<file path="config.mk">
export PLATFORM = sky130hd
export DESIGN_NAME = muldiv_unit
export DESIGN_NICKNAME = d
export VERILOG_FILES = /design/src/rtl/muldiv_unit.sv
export SDC_FILE = /design/constraint.sdc
export NUM_CORES = 1
export LEC_CHECK = 0
export ABC_AREA = 1
export CAP_MARGIN = 20
export CELL_PAD_IN_SITES_DETAIL_PLACEMENT = 0
export CELL_PAD_IN_SITES_GLOBAL_PLACEMENT = 1
export CORE_AREA = 2 2 293 295
export DETAILED_ROUTE_END_ITERATION = 16
export DIE_AREA = 0 0 295 297
export GPL_TIMING_DRIVEN = 0
export PLACE_DENSITY = 0.59
export REMOVE_ABC_BUFFERS = 1
export SLEW_MARGIN = 20
export SYNTH_ARGS = -nofsm -noshare
export SYNTH_HDL_FRONTEND = slang
export SYNTH_SLANG_ARGS = --single-unit
</file>
<file path="constraint.sdc">
create_clock -name CLK -period 4.05 [get_ports CLK]
set_input_delay 0.405 -clock CLK [delete_from_list [all_inputs] [get_ports CLK]]
set_output_delay 0.405 -clock CLK [all_outputs]
set_load 0.005 [all_outputs]
</file>
<file path="src/rtl/muldiv_unit.sv">
// muldiv_unit: iterative RV32M/RV64M multiply/divide unit (radix-2 shift-add multiply, restoring divide).
// Optional: define MULDIV_FAST_MUL_EN to resolve all multiplies in one cycle with a combinational 2*XLEN multiplier.
module muldiv_unit #(
   parameter int XLEN  = 32,
   parameter int CNT_W = $clog2(XLEN) + 1
) (
   input  logic            CLK,
   input  logic            RESET,
   input  logic            START,
   input  logic [2:0]      FUNC3,
   input  logic [XLEN-1:0] OPERAND_A,
   input  logic [XLEN-1:0] OPERAND_B,
   input  logic            KILL,
   output logic            BUSYWAIT,
   output logic            DONE,
   output logic [XLEN-1:0] RESULT
);
   localparam logic [2:0] S_IDLE = 3'd0;
   localparam logic [2:0] S_MUL  = 3'd1;
   localparam logic [2:0] S_DIV  = 3'd2;
   localparam logic [2:0] S_FIX  = 3'd3;
   localparam logic [2:0] S_DONE = 3'd4;

   localparam logic [CNT_W-1:0] CNT_ONE  = {{(CNT_W-1){1'b0}}, 1'b1};
   localparam logic [CNT_W-1:0] CNT_INIT = CNT_W'(XLEN);

   // Sign-correct a magnitude product and pick the low (MUL) or high (MULH*) half.
   function automatic logic [XLEN-1:0] fn_mul_sel(input logic [2*XLEN-1:0] prod,
                                                  input logic neg, input logic sel_lo);
      logic [2*XLEN-1:0] v;
      v = neg ? -prod : prod;
      if (sel_lo) return v[XLEN-1:0];
      else        return v[2*XLEN-1:XLEN];
   endfunction

   logic [2:0]        r_state;
   logic [CNT_W-1:0]  r_cnt;
   logic [2:0]        r_func3;
   logic              r_neg_res;
   logic              r_neg_rem;
   logic [XLEN-1:0]   r_mag_a;
   logic [XLEN-1:0]   r_mag_b;
   logic [2*XLEN-1:0] r_acc;
   logic [XLEN-1:0]   r_rem;
   logic [XLEN-1:0]   r_quo;
   logic [XLEN-1:0]   r_result;

   logic              w_a_signed, w_b_signed, w_a_neg, w_b_neg;
   logic [XLEN-1:0]   w_mag_a, w_mag_b;
   logic              w_accept, w_div_zero, w_overflow;
   logic [XLEN-1:0]   w_special_res;
   logic [XLEN:0]     w_mul_sum;
   logic [XLEN:0]     w_trial;
   logic              w_ge;
   logic [XLEN-1:0]   w_diff, w_quo_fix, w_rem_fix;

   assign w_a_signed = (FUNC3 == 3'b001) | (FUNC3 == 3'b010) | (FUNC3 == 3'b100) | (FUNC3 == 3'b110);
   assign w_b_signed = (FUNC3 == 3'b001) | (FUNC3 == 3'b100) | (FUNC3 == 3'b110);
   assign w_a_neg    = w_a_signed & OPERAND_A[XLEN-1];
   assign w_b_neg    = w_b_signed & OPERAND_B[XLEN-1];
   assign w_mag_a    = w_a_neg ? -OPERAND_A : OPERAND_A;
   assign w_mag_b    = w_b_neg ? -OPERAND_B : OPERAND_B;

   assign w_accept   = (r_state == S_IDLE) & START & ~KILL;
   assign w_div_zero = FUNC3[2] & (OPERAND_B == {XLEN{1'b0}});
   assign w_overflow = FUNC3[2] & ~FUNC3[0]
                     & (OPERAND_A == {1'b1, {(XLEN-1){1'b0}}})
                     & (OPERAND_B == {XLEN{1'b1}});
   assign w_special_res = w_div_zero ? (FUNC3[1] ? OPERAND_A : {XLEN{1'b1}})
                                     : (FUNC3[1] ? {XLEN{1'b0}} : OPERAND_A);

   // One shift-add step: the multiplier sits in the low half and drains out as the product fills in.
   assign w_mul_sum = {1'b0, r_acc[2*XLEN-1:XLEN]} + (r_acc[0] ? {1'b0, r_mag_a} : {(XLEN+1){1'b0}});

   // Trial remainder is XLEN+1 bits; when its top bit is set it always exceeds the divisor.
   assign w_trial   = {r_rem, r_quo[XLEN-1]};
   assign w_ge      = w_trial[XLEN] | (w_trial[XLEN-1:0] >= r_mag_b);
   assign w_diff    = w_trial[XLEN-1:0] - r_mag_b;
   assign w_quo_fix = r_neg_res ? -r_quo : r_quo;
   assign w_rem_fix = r_neg_rem ? -r_rem : r_rem;

`ifdef MULDIV_FAST_MUL_EN
   logic [2*XLEN-1:0] w_fast_prod;
   assign w_fast_prod = {{XLEN{1'b0}}, w_mag_a} * {{XLEN{1'b0}}, w_mag_b};
`endif

   assign BUSYWAIT = w_accept | (r_state == S_MUL) | (r_state == S_DIV) | (r_state == S_FIX);
   assign DONE     = (r_state == S_DONE);
   assign RESULT   = r_result;

   // Operation sequencer and datapath registers.
   always_ff @(posedge CLK or negedge RESET) begin
      if (!RESET) begin
         r_state   <= S_IDLE;
         r_cnt     <= {CNT_W{1'b0}};
         r_func3   <= 3'b000;
         r_neg_res <= 1'b0;
         r_neg_rem <= 1'b0;
         r_mag_a   <= {XLEN{1'b0}};
         r_mag_b   <= {XLEN{1'b0}};
         r_acc     <= {(2*XLEN){1'b0}};
         r_rem     <= {XLEN{1'b0}};
         r_quo     <= {XLEN{1'b0}};
         r_result  <= {XLEN{1'b0}};
      end else begin
         case (r_state)
            S_IDLE: begin
               if (w_accept) begin
                  r_func3   <= FUNC3;
                  r_neg_res <= w_a_neg ^ w_b_neg;
                  r_neg_rem <= w_a_neg;
                  r_cnt     <= CNT_INIT;
                  r_mag_a   <= w_mag_a;
                  r_mag_b   <= w_mag_b;
                  r_acc     <= {{XLEN{1'b0}}, w_mag_b};
                  r_rem     <= {XLEN{1'b0}};
                  r_quo     <= w_mag_a;
                  if (w_div_zero | w_overflow) begin
                     r_result <= w_special_res;
                     r_state  <= S_DONE;
                  end
`ifdef MULDIV_FAST_MUL_EN
                  else if (!FUNC3[2]) begin
                     r_result <= fn_mul_sel(w_fast_prod, w_a_neg ^ w_b_neg, FUNC3[1:0] == 2'b00);
                     r_state  <= S_DONE;
                  end
`endif
                  else begin
                     r_state <= FUNC3[2] ? S_DIV : S_MUL;
                  end
               end
            end
            S_MUL: begin
               if (KILL) begin
                  r_state <= S_IDLE;
               end else begin
                  r_acc <= {w_mul_sum, r_acc[XLEN-1:1]};
                  r_cnt <= r_cnt - CNT_ONE;
                  if (r_cnt == CNT_ONE) r_state <= S_FIX;
               end
            end
            S_DIV: begin
               if (KILL) begin
                  r_state <= S_IDLE;
               end else begin
                  r_rem <= w_ge ? w_diff : w_trial[XLEN-1:0];
                  r_quo <= {r_quo[XLEN-2:0], w_ge};
                  r_cnt <= r_cnt - CNT_ONE;
                  if (r_cnt == CNT_ONE) r_state <= S_FIX;
               end
            end
            S_FIX: begin
               if (KILL) begin
                  r_state <= S_IDLE;
               end else begin
                  if (r_func3[2]) r_result <= r_func3[1] ? w_rem_fix : w_quo_fix;
                  else            r_result <= fn_mul_sel(r_acc, r_neg_res, r_func3[1:0] == 2'b00);
                  r_state <= S_DONE;
               end
            end
            S_DONE:  r_state <= S_IDLE;
            default: r_state <= S_IDLE;
         endcase
      end
   end
endmodule
</file>
==> metrics.md, run 1 <==
| Metric | Value |
|---|---|
| Status | completed |
| Area of the multi-input gates | 0.0132 sq mm |
| Synth async-reset ratio | 100% |
| Min Tclk post-route | 3.58 ns |
| Hold slack | 0.423 ns |
| Post-synth EDFFs | 0 |
| Slew Limit Fails | 0 |
| Psw | 12.2 mW |
| First-pass iteration count of the detailed router | 5 |
| Register area share after synthesis | 28.4% |
| Fin. Hold Viols | 0 |
| Clock transition at the registers of the reported paths | 0.06 ns |
| Largest net degree at the start of global routing | 92 |
| FILL cells | 9,515 |
| Placed insts | 4,504 |
| Tcrit/Tclk final | 88.3% |
| DR iter-0 viols | 2,041 |
| CTS tree | yes |
| Root Driver | clkbuf_16 |
| Switching share of power | 55.2% |
| GRT Util Overall | 21.5% |
| CP Data Required Time | 4.54 ns |
| Max Freq | 0.280 GHz |
| Initial Util | 24.9% |
| Row cnt | 107 |
| Element type at the critical path end | flip-flop |
| Clock skew | 0.0169 ns |
| Nets | 3,543 |
| Top post-synthesis cells by area | dfrtp_1, nand2_1, nand3_1, nor2_1, inv_1 |
| FF+latch area | 0.00596 sq mm |
| Ys flop type | dfrtp_1 |
| Pwr/cell area | 906 mW/mm^2 |
| Max IR drop VDD | 0.397 mV |
| Ys Warns | 0 |
| Cells after synthesis | 3,358 |
| Dpl hpwl | 75,000 microns |
| Yosys reg bits | 238 |
| Routed len/inst | 20.9 microns |
| Vias in the first global route | 21,700 |
| Fin area | 0.0244 sq mm |
| Routed vias | 22,700 |
| Post-Route WL | 95,400 microns |
| Clock Sink Count | 238 |
| Grt ovf | 0 |
| Yosys top cell by area | dfrtp_1 |
| # setup viols final | 0 |
| MaxCap Viol Count | 0 |
| Slew @ Worst Pin | 1.04 ns |
| Setup Fix Bufs, Post-CTS | 0 |
| Vias per cell | 4.98 |
| Mapped cell area | 0.0210 sq mm |
| Clk pwr share | 14.2% |
| Initial antenna violation count | 6 |
| Placement Cell Area | 0.0233 sq mm |
| Gate power share | 64.1% |
| CP max FO | 33 |
| Max-Slew Margin vs Limit | 30.6% |
| Layout area overhead | 16.4% |
| Leakage power | 11.5 nW |
| First-pass GRT wire length | 142,000 microns |
| Critical Path AT | 4.06 ns |
| Startpoint types | flip-flop |
| Buffers on Ports | 104 |
| Power Total | 22.1 mW |
| Die width | 295 microns |
| Setup TNS Final | 0 ns |
| Share of cells above drive strength 1 | 4.76% |
| Hold Crit Class | input port to async pin |
| Skew-Pair Late Insertion Delay | 0.56 ns |
| Sequential share of power | 21.7% |
| Setup slack at placement | -0.874 ns |
| PnR worst setup slack | 0.472 ns |
| Register-to-register setup slack | 0.47 ns |
| Die height | 297 microns |
| Crit Path Class | flip-flop to flip-flop |
| Non-Filler Instances | 4,566 |
| Placer Congestion | 0.919 |
| TritonCTS Buffers | 35 |
| Num ports | 105 |
| Max Root-Sink Buffers | 3 |
| Final Core Density | 28.9% |
| Count of cell types in the netlist | 55 |
| Syn Area/Cell | 6.25 sq um |
| Int Power | 9.91 mW |
| RSZ-0062 raised after global routing | false |
| Final ANT Viol Nets | 0 |
| Core box area | 0.0845 sq mm |
| Die area | 0.0876 sq mm |
| Top-area cell type share of the netlist area | 28.4% |
| CTS H-tree lvls | 2 |
| # DRC | 0 |
## worst max-delay path, cell delays in order (launching register included)
cell	delay, ns
dfrtp_1	0.34
inv_1	0.14
ha_1	0.26
fa_1	0.43
o21ai_2	0.24
nand2_1	0.09
nand2_2	0.13
nand2_2	0.07
nand2_4	0.09
nand2_2	0.06
nand3_2	0.07
nand2_2	0.44
nand2_4	0.56
nand2_1	0.30
nand2_1	0.12
nand2_1	0.06
nand2_1	0.05
## cell usage after synthesis (30+ instances only)
cell type / number
o221ai_1: 53
nand4_1: 44
inv_1: 341
clkbuf_1: 55
buf_2: 40
nand2_1: 959
xnor2_1: 30
nor3_1: 35
ha_1: 72
dfrtp_1: 238
xor2_1: 50
a21oi_1: 175
nand3_1: 376
o21ai_0: 241
nor2_1: 399
## flip-flops by register name (all words and copies together) (netlist names)
register / flops
r_neg_res: 1
r_func3: 3
r_cnt: 6
r_neg_rem: 1
r_rem: 32
RESULT: 32
r_state: 3
r_acc: 64
r_mag_a: 32
r_quo: 32
r_mag_b: 32
## layout by cell type (no fill, tap or decap), types with 6 or more instances in the layout
| master | instances |
|---|---|
| a21o_1 | 14 |
| buf_16 | 6 |
| o221ai_1 | 53 |
| o22ai_1 | 14 |
| o21a_1 | 9 |
| inv_2 | 20 |
| nor2_1 | 397 |
| buf_12 | 6 |
| xnor2_1 | 30 |
| clkbuf_16 | 37 |
| nor2_4 | 9 |
| inv_1 | 337 |
| nand3_2 | 12 |
| nor3_1 | 35 |
| nor2_2 | 14 |
| nand2_1 | 958 |
| o21ai_0 | 241 |
| o211ai_1 | 26 |
| nand2_2 | 10 |
| dfrtp_1 | 234 |
| clkdlybuf4s50_1 | 103 |
| clkinv_2 | 6 |
| a21oi_1 | 175 |
| xor2_1 | 50 |
| nand4_1 | 44 |
| clkbuf_1 | 8 |
| o21ai_1 | 26 |
| a31oi_1 | 12 |
| nand3b_1 | 17 |
| ha_1 | 72 |
| nand3_1 | 376 |
## layer usage
metal / global-route usage (%) / part of all wire (%)
met2: 33.7 / 44
met1: 30.7 / 47
met3: 2.64 / 5.5
met5: 0 / 0.021
met4: 6.58 / 3.3
## power by group through the flow
| stage | logic (mW) | registers [mW] | clock network (mW) |
|---|---|---|---|
| 3_5_place_dp | 14.0 | 4.82 | 0 |
| 6_report | 14.2 | 4.79 | 3.14 |
| 2_1_floorplan | 9.17 | 4.34 | 0 |
| 4_1_cts | 14.1 | 4.79 | 3.21 |
| 5_1_grt | 15.8 | 4.94 | 3.29 |
| 3_3_place_gp | 13.7 | 4.97 | 0 |
## layout make-up
type,count,share of cell area [%]
flip-flops and latches,238,24.4
diodes,1,0.0102
well taps,1144,5.86
clock buffers,50,4.19
inverters,361,5.59
clock inverters,10,0.440
multi-input cells,2643,53.9
repair buffers,119,5.58
## repair_timing
item | 4_1_cts | 5_1_grt
hold buffers | 1 | 0
setup endpoints to repair | 33 | 5
resized for setup | 2 | 2
hold endpoints to repair | 64 | 0
## cells by family (layout without fill, tap and decap cells)
kind of cell / count (synthesis) / count (layout) / synth area share (%)
compound gates: 594 / 594 / 16.2
xor+xnor: 80 / 80 / 3.34
fa+ha+maj: 74 / 74 / 4.48
buf+inv: 477 / 540 / 9.10
flops: 238 / 238 / 28.4
other cells: 0 / 1 / 0
simple gates: 1895 / 1895 / 38.5
## path summary, 6_finish.rpt
kind	startpoint	cells after the start	endpoint
max reg2reg	r_quo[31]	16	r_rem[26]
max	r_quo[31]	16	r_rem[26]
min reg2reg	RESULT[4]	2	RESULT[4]
max in group asynchronous	RESET	3	r_cnt[4]
min in group CLK	RESULT[4]	2	RESULT[4]
min	RESET	2	r_acc[4]
(Power assumes the default switching activity.)
==> run 2: changes to the inputs <==
Settings changed: CTS_CLUSTER_SIZE set to 24.
==> results of run 2 <==
Final layout, timing and power as in run 1 (identical DEF).
